File: src/rtl/carbon_uart_pkg.sv
// Shared types and constants for the Carbon console UART transmitter.
package carbon_uart_pkg;

   // Transmit FSM states
   typedef enum logic [1:0] {
      IDLE  = 2'd0,
      START = 2'd1,
      DATA  = 2'd2,
      STOP  = 2'd3
   } uart_tx_state_e;

   // Serial line level between frames and during stop bits
   localparam logic UART_IDLE_LEVEL = 1'b1;

   // Data bits per frame, always sent LSB first
   localparam int UART_DATA_BITS = 8;

   // Number of bits needed to hold an entry count from 0 to depth
   function automatic int level_width(input int depth);
      return $clog2(depth) + 1;
   endfunction

endpackage

File: src/rtl/carbon_sync_fifo.sv
// Single-clock FIFO with an occupancy count. Full/empty depend only on the
// stored count, so a pop in the same cycle never makes room for a push.
module carbon_sync_fifo
   import carbon_uart_pkg::*;
#(
   parameter int DEPTH = 8,
   parameter int WIDTH = 8
) (
   input  logic                          clk,
   input  logic                          rst,
   input  logic                          push,
   input  logic [WIDTH-1:0]              din,
   input  logic                          pop,
   output logic [WIDTH-1:0]              dout,
   output logic                          full,
   output logic                          empty,
   output logic [level_width(DEPTH)-1:0] level
);

   localparam int AW = $clog2(DEPTH);
   localparam int LW = level_width(DEPTH);

   generate
      if (DEPTH < 2 || (DEPTH & (DEPTH - 1)) != 0) begin : g_bad_depth
         $error("carbon_sync_fifo: DEPTH must be a power of two and >= 2");
      end
   endgenerate

   logic [WIDTH-1:0] mem_q [DEPTH];
   logic [AW-1:0]    wr_ptr_q;
   logic [AW-1:0]    rd_ptr_q;
   logic [LW-1:0]    count_q;
   logic [LW-1:0]    count_d;
   logic             do_push;
   logic             do_pop;

   assign full    = (count_q == LW'(DEPTH));
   assign empty   = (count_q == '0);
   assign do_push = push && !full;
   assign do_pop  = pop && !empty;
   assign dout    = mem_q[rd_ptr_q];
   assign level   = count_q;

   // Next occupancy: a simultaneous push and pop leaves the count unchanged
   always_comb begin
      count_d = count_q;
      case ({do_push, do_pop})
         2'b10:   count_d = count_q + 1'b1;
         2'b01:   count_d = count_q - 1'b1;
         default: count_d = count_q;
      endcase
   end

   // Storage array; contents are don't-care until written, so no reset
   always_ff @(posedge clk) begin
      if (do_push) begin
         mem_q[wr_ptr_q] <= din;
      end
   end

   // Pointers and count; pointer wrap is free because DEPTH is a power of two
   always_ff @(posedge clk or posedge rst) begin
      if (rst) begin
         wr_ptr_q <= '0;
         rd_ptr_q <= '0;
         count_q  <= '0;
      end else begin
         if (do_push) begin
            wr_ptr_q <= wr_ptr_q + 1'b1;
         end
         if (do_pop) begin
            rd_ptr_q <= rd_ptr_q + 1'b1;
         end
         count_q <= count_d;
      end
   end

endmodule

File: src/rtl/carbon_uart_tx.sv
// Console byte stream to 8N1/8N2 serial transmitter. An input FIFO absorbs
// producer bursts; the FSM serialises one frame at a time and chains queued
// bytes with no idle gap between frames.
//
//  state | meaning
//  ------+-----------------------------------------------------------
//  IDLE  | line high, waiting for a queued byte
//  START | start bit (low) for CLKS_PER_BIT cycles
//  DATA  | eight data bits, LSB first, CLKS_PER_BIT cycles each
//  STOP  | line high for STOP_BITS bit times, then next byte or IDLE
module carbon_uart_tx
   import carbon_uart_pkg::*;
#(
   parameter int CLKS_PER_BIT = 16,
   parameter int FIFO_DEPTH   = 8,
   parameter int STOP_BITS    = 1
) (
   input  logic                               clk,
   input  logic                               rst,
   input  logic                               tx_valid,
   input  logic [7:0]                         tx_data,
   output logic                               tx_ready,
   output logic                               txd,
   output logic                               busy,
   output logic [level_width(FIFO_DEPTH)-1:0] fifo_level,
   output logic                               overflow,
   input  logic                               overflow_clr
);

   localparam int BW = $clog2(CLKS_PER_BIT);
   localparam int LW = level_width(FIFO_DEPTH);

   localparam logic [BW-1:0] BAUD_RELOAD = BW'(CLKS_PER_BIT - 1);
   localparam logic [2:0]    LAST_BIT    = 3'(UART_DATA_BITS - 1);
   localparam logic          STOP_RELOAD = 1'(STOP_BITS - 1);

   generate
      if (CLKS_PER_BIT < 2) begin : g_bad_cpb
         $error("carbon_uart_tx: CLKS_PER_BIT must be >= 2");
      end
      if (STOP_BITS != 1 && STOP_BITS != 2) begin : g_bad_stop
         $error("carbon_uart_tx: STOP_BITS must be 1 or 2");
      end
   endgenerate

   uart_tx_state_e state_q;
   logic           txd_q;
   logic [BW-1:0]  baud_q;
   logic [BW-1:0]  baud_d;
   logic [2:0]     bit_idx_q;
   logic           stop_cnt_q;
   logic [7:0]     shift_q;
   logic           overflow_q;
   logic           overflow_d;

   logic           fifo_full;
   logic           fifo_empty;
   logic [7:0]     fifo_dout;
   logic [LW-1:0]  fifo_count;
   logic           fifo_pop;
   logic           baud_zero;
   logic           frame_done;
   logic           drop;

   carbon_sync_fifo #(
      .DEPTH (FIFO_DEPTH),
      .WIDTH (8)
   ) u_fifo (
      .clk   (clk),
      .rst   (rst),
      .push  (tx_valid),
      .din   (tx_data),
      .pop   (fifo_pop),
      .dout  (fifo_dout),
      .full  (fifo_full),
      .empty (fifo_empty),
      .level (fifo_count)
   );

   assign tx_ready   = !fifo_full;
   assign fifo_level = fifo_count;
   assign txd        = txd_q;
   assign overflow   = overflow_q;
   assign busy       = (state_q != IDLE) || !fifo_empty;

   assign baud_zero  = (baud_q == '0);
   assign baud_d     = baud_q - 1'b1;
   assign frame_done = (state_q == STOP) && baud_zero && (stop_cnt_q == 1'b0);
   assign drop       = tx_valid && fifo_full;

   // Head of FIFO is consumed when idle or at the last cycle of a stop bit
   always_comb begin
      fifo_pop = 1'b0;
      if (!fifo_empty && ((state_q == IDLE) || frame_done)) begin
         fifo_pop = 1'b1;
      end
   end

   // Sticky overflow: a dropped byte wins over a clear in the same cycle
   always_comb begin
      overflow_d = overflow_q;
      if (drop) begin
         overflow_d = 1'b1;
      end else if (overflow_clr) begin
         overflow_d = 1'b0;
      end
   end

   // Overflow flag register
   always_ff @(posedge clk or posedge rst) begin
      if (rst) begin
         overflow_q <= 1'b0;
      end else begin
         overflow_q <= overflow_d;
      end
   end

   // Transmit FSM with baud down-counter, bit index and shifter
   always_ff @(posedge clk or posedge rst) begin
      if (rst) begin
         state_q    <= IDLE;
         txd_q      <= UART_IDLE_LEVEL;
         baud_q     <= '0;
         bit_idx_q  <= '0;
         stop_cnt_q <= 1'b0;
         shift_q    <= '0;
      end else begin
         case (state_q)
            IDLE: begin
               txd_q <= UART_IDLE_LEVEL;
               if (fifo_pop) begin
                  shift_q   <= fifo_dout;
                  txd_q     <= 1'b0;
                  baud_q    <= BAUD_RELOAD;
                  bit_idx_q <= '0;
                  state_q   <= START;
               end
            end

            START: begin
               if (baud_zero) begin
                  txd_q   <= shift_q[0];
                  baud_q  <= BAUD_RELOAD;
                  state_q <= DATA;
               end else begin
                  baud_q <= baud_d;
               end
            end

            DATA: begin
               if (baud_zero) begin
                  baud_q <= BAUD_RELOAD;
                  if (bit_idx_q == LAST_BIT) begin
                     txd_q      <= UART_IDLE_LEVEL;
                     stop_cnt_q <= STOP_RELOAD;
                     state_q    <= STOP;
                  end else begin
                     bit_idx_q <= bit_idx_q + 1'b1;
                     txd_q     <= shift_q[1];
                     shift_q   <= shift_q >> 1;
                  end
               end else begin
                  baud_q <= baud_d;
               end
            end

            STOP: begin
               if (baud_zero) begin
                  if (stop_cnt_q != 1'b0) begin
                     stop_cnt_q <= stop_cnt_q - 1'b1;
                     baud_q     <= BAUD_RELOAD;
                  end else if (fifo_pop) begin
                     // Chain straight into the next start bit
                     shift_q   <= fifo_dout;
                     txd_q     <= 1'b0;
                     baud_q    <= BAUD_RELOAD;
                     bit_idx_q <= '0;
                     state_q   <= START;
                  end else begin
                     state_q <= IDLE;
                  end
               end else begin
                  baud_q <= baud_d;
               end
            end

            default: begin
               state_q <= IDLE;
               txd_q   <= UART_IDLE_LEVEL;
            end
         endcase
      end
   end

endmodule

File: config.mk
export PLATFORM = sky130hd
export DESIGN_NAME = carbon_uart_tx
export DESIGN_NICKNAME = d
export VERILOG_FILES = /design/src/rtl/carbon_uart_pkg.sv /design/src/rtl/carbon_sync_fifo.sv /design/src/rtl/carbon_uart_tx.sv
export SDC_FILE = /design/constraint.sdc
export NUM_CORES = 1
export LEC_CHECK = 0
export CORE_AREA = 2 2 86 88
export CTS_CLUSTER_SIZE = 25
export DETAILED_ROUTE_END_ITERATION = 12
export DIE_AREA = 0 0 88 90
export GPL_TIMING_DRIVEN = 0
export HOLD_SLACK_MARGIN = 0.1
export PLACE_DENSITY = 0.9
export SKIP_LAST_GASP = 1
export SYNTH_ARGS = -nofsm -noshare
export SYNTH_HDL_FRONTEND = slang
export SYNTH_SLANG_ARGS = --single-unit
export TNS_END_PERCENT = 50
File: constraint.sdc
create_clock -name clk -period 7.7 [get_ports clk]
set_clock_uncertainty 0.15 [all_clocks]
set_input_delay 1.54 -clock clk [delete_from_list [all_inputs] [get_ports clk]]
set_output_delay 1.54 -clock clk [all_outputs]
set_load 0.03 [all_outputs]
==> metrics.csv <==
stage,metric,value,unit
critical_path,ff2ff_setup_slack,4620,ps
timing,setup_viol,0,
hold_path,hold_start,bit_idx_q[2],
finish,drive_above_1_share,0.155,
floorplanning,die_width,88,µm
timing,fin_crit,3870,ps
placed_design,place_ws,3330,ps
timing,worst_pin_slew,1230,ps
clocking,postCtsSetupRepairBufs,0,
placed_design,dp.cells,400,
clocking,clk_path_buf_depth,2,
grt,grt_pass1_vias,2474,
finish,stdcell_area,0.00484,mm²
critical_path,slowest_delay,620,ps
floorplanning,die_h,90,µm
hold_path,min_to,bit_idx_q[2],
timing,fin_crit_sh,0.502,
grt,grt_overflow,0,
logic_synthesis,syn-num-nets,308,
logic_synthesis,syn_inst,281,
critical_path,crit_type,reg -> out,
logic_synthesis,seq_area_frac_synth,0.615,
floorplanning,die_area,0.00792,mm²
detailed_routing,first_pass_iters,5,
floorplanning,initial_core_util,0.613,
clocking,numCtsBuffers,9,
pwr,p_leak,1.80,nW
timing,worst_slack,3830,ps
placed_design,hpwl,5420,µm
finish,nNetsFinal,339,
critical_path,end_kind,output port,
clocking,cts_hold_buffers,0,
clocking,cts_max_level,3,
clocking,tritoncts,done,
pwr,p_total,1.93,mW
hold_path,min_path_cells,2,
clocking,clkTransAtPathRegs,90,ps
logic_synthesis,synth_top_area_cell,edfxtp_1,
logic_synthesis,async_flop_share,0.312,
run,maxCapViolCount,0,
pwr,p_per_area,399,mW/mm²
finish,area_growth,12.5,%
finish,nFillCells,462,
detailed_routing,avgRoutedWirePerCell,19.5,µm
clocking,root_buffer,clkbuf_8,
logic_synthesis,netlist_area,0.00431,mm²
timing,rsz0062_at_grt,false,
critical_path,reg2reg_depth,9,
detailed_routing,routed_wl,8120,µm
critical_path,crit_buf_inv,2,
hold_path,hold_class,reg -> reg,
logic_synthesis,synth.distinct_cells,60,
logic_synthesis,synth_ff_type,edfxtp_1,
grt,grt_pass1_wl,12800,µm
detailed_routing,drt_iter0_drc,157,
timing,hold_viol,0,
logic_synthesis,synth_edf_count,64,
critical_path,crit_slowest_cell,nor4b_1,
placed_design,gp_congestion,0.836,
logic_synthesis,synth_top_area_frac,0.446,
finish,multiInputGateArea,0.00152,mm²
clocking,postCtsResizedCells,0,
placed_design,dpl-instance-area,0.00463,mm²
detailed_routing,drc,0,
critical_path,critPathTopFamily,buffers and inverters,
detailed_routing,via_per_inst,5.98,
logic_synthesis,synth_area_leaders,"edfxtp_1, dfrtp_1, mux4_1",
critical_path,worst-path-max-fanout,6,
grt,antenna_found_initial,0,
finish,layout.cells.non_filler,416,
timing,slew_violations,0,
logic_synthesis,syn_avg_cell_area,15.3,µm²
timing,timing.fmax,259,MHz
detailed_routing,antenna_left,0,
logic_synthesis,yosysWarnings,0,
run_status,status,completed,
critical_path,cp_data_required_time,6010,ps
timing,holdWs,387,ps
floorplanning,ioPinCount,20,
detailed_routing,vias,2489,
critical_path,worstPathCellList,nor4b_1 > inv_1 > clkdlybuf4s50_1,
critical_path,r2r-end,u_fifo.level[3],
critical_path,cp.arrival,2180,ps
clocking,worstSkewPairLatency,370,ps
grt,grt_max_degree,30,
critical_path,cp-start-kind,flop,
finish,regArea,0.00265,mm²
timing,tns,0,ps
placed_design,port_buffers,19,
floorplanning,num_rows,31,
clocking,clkSinkCount,93,
finish,postLayoutCoreUtil,0.690,
pwr,vdd_drop_max,0.232,mV
timing,slew_headroom,0.174,
critical_path,reg2reg_from,u_fifo.level[0],
finish,diodes,0,
grt,grt_use_total,0.222,
floorplanning,core,0.00702,mm²
logic_synthesis,ys_ff_latch,93,
==> worst max-delay path by stage <==
stage                    startpoint                 end  slack, ps  cells past startpoint
finish              u_fifo.level[0]            tx_ready       3830                      3
global route               tx_valid  u_fifo.mem_q[2][6]       3740                      4
CTS                        tx_valid  u_fifo.mem_q[3][6]       3730                      4
detailed placement         tx_valid  u_fifo.mem_q[1][5]       3330                      4
global placement           tx_valid  u_fifo.mem_q[0][4]       3100                      4
floorplan                  tx_valid     u_fifo.level[3]       4340                      8
==> kinds of logic after synthesis <==
logic type      synth area share
fa+ha+maj                 0.0453
flops                      0.615
xor+xnor                  0.0163
simple gates              0.0779
mux                        0.117
compound gates            0.0904
buf+inv                   0.0378
==> state kept, by name, summed over array words and instances, names as in the netlist, 2 cells and up <==
name / flops
state_q: 2
u_fifo.level: 4
bit_idx_q: 3
u_fifo.mem_q: 64
u_fifo.wr_ptr_q: 3
baud_q: 4
u_fifo.rd_ptr_q: 3
shift_q: 8
==> area by class of cell <==
| class | instances | share of cell area |
|---|---|---|
| Buffer | 12 | 0.0196 |
| Clock buffer | 9 | 0.0256 |
| Clock inverter | 7 | 0.0147 |
| Inverter | 18 | 0.0139 |
| Multi-Input combinational cell | 158 | 0.313 |
| Sequential cell | 93 | 0.547 |
| Tap cell | 99 | 0.0256 |
| Timing Repair Buffer | 20 | 0.0408 |
==> layout by cell type, fill, tap and decap left out, types with 9 or more instances in the layout <==
cell type / n
ha_1: 14
edfxtp_1: 64
o21ai_0: 11
clkdlybuf4s50_1: 19
dfrtp_1: 28
mux4_1: 15
inv_1: 18
nand2_1: 19
nand2b_1: 9
clkbuf_8: 9
==> tightest hold or removal path, stage by stage (launching register included) <==
cell and delay (ps):
dfrtp_1 390, inv_1 60, o22ai_1 60
==> synth_stat cells (all sizes together) (2+ instances only) <==
cell type,n
or2,2
clkbuf,5
o221a,6
ha,14
nor4,2
a21oi,8
a21o,4
mux2,4
nand2,19
nor2,8
xnor2,5
inv,18
buf,7
edfxtp,64
a211oi,2
nor3,4
nand2b,9
o211ai,2
o21ai,13
nor3b,2
o22ai,2
dfrtp,28
or3b,2
o21a,2
nand3b,6
a211o,2
mux2i,4
mux4,16
xor2,3
==> where the power goes <==
group          total (mW)  switching [mW]  internal [mW]
Clock               0.314           0.189          0.125
Combinational       0.853           0.447          0.406
Sequential          0.765          0.0989          0.666
==> routing by layer <==
metal,vias to the layer above,GRT usage,part of all wire
met2,68,0.361,0.52
met3,19,0.0340,0.051
met1,1256,0.286,0.41
met5,-,0,0
met4,0,0.118,0.024
li1,1146,-,-
Power figures use the tool's default switching activity.
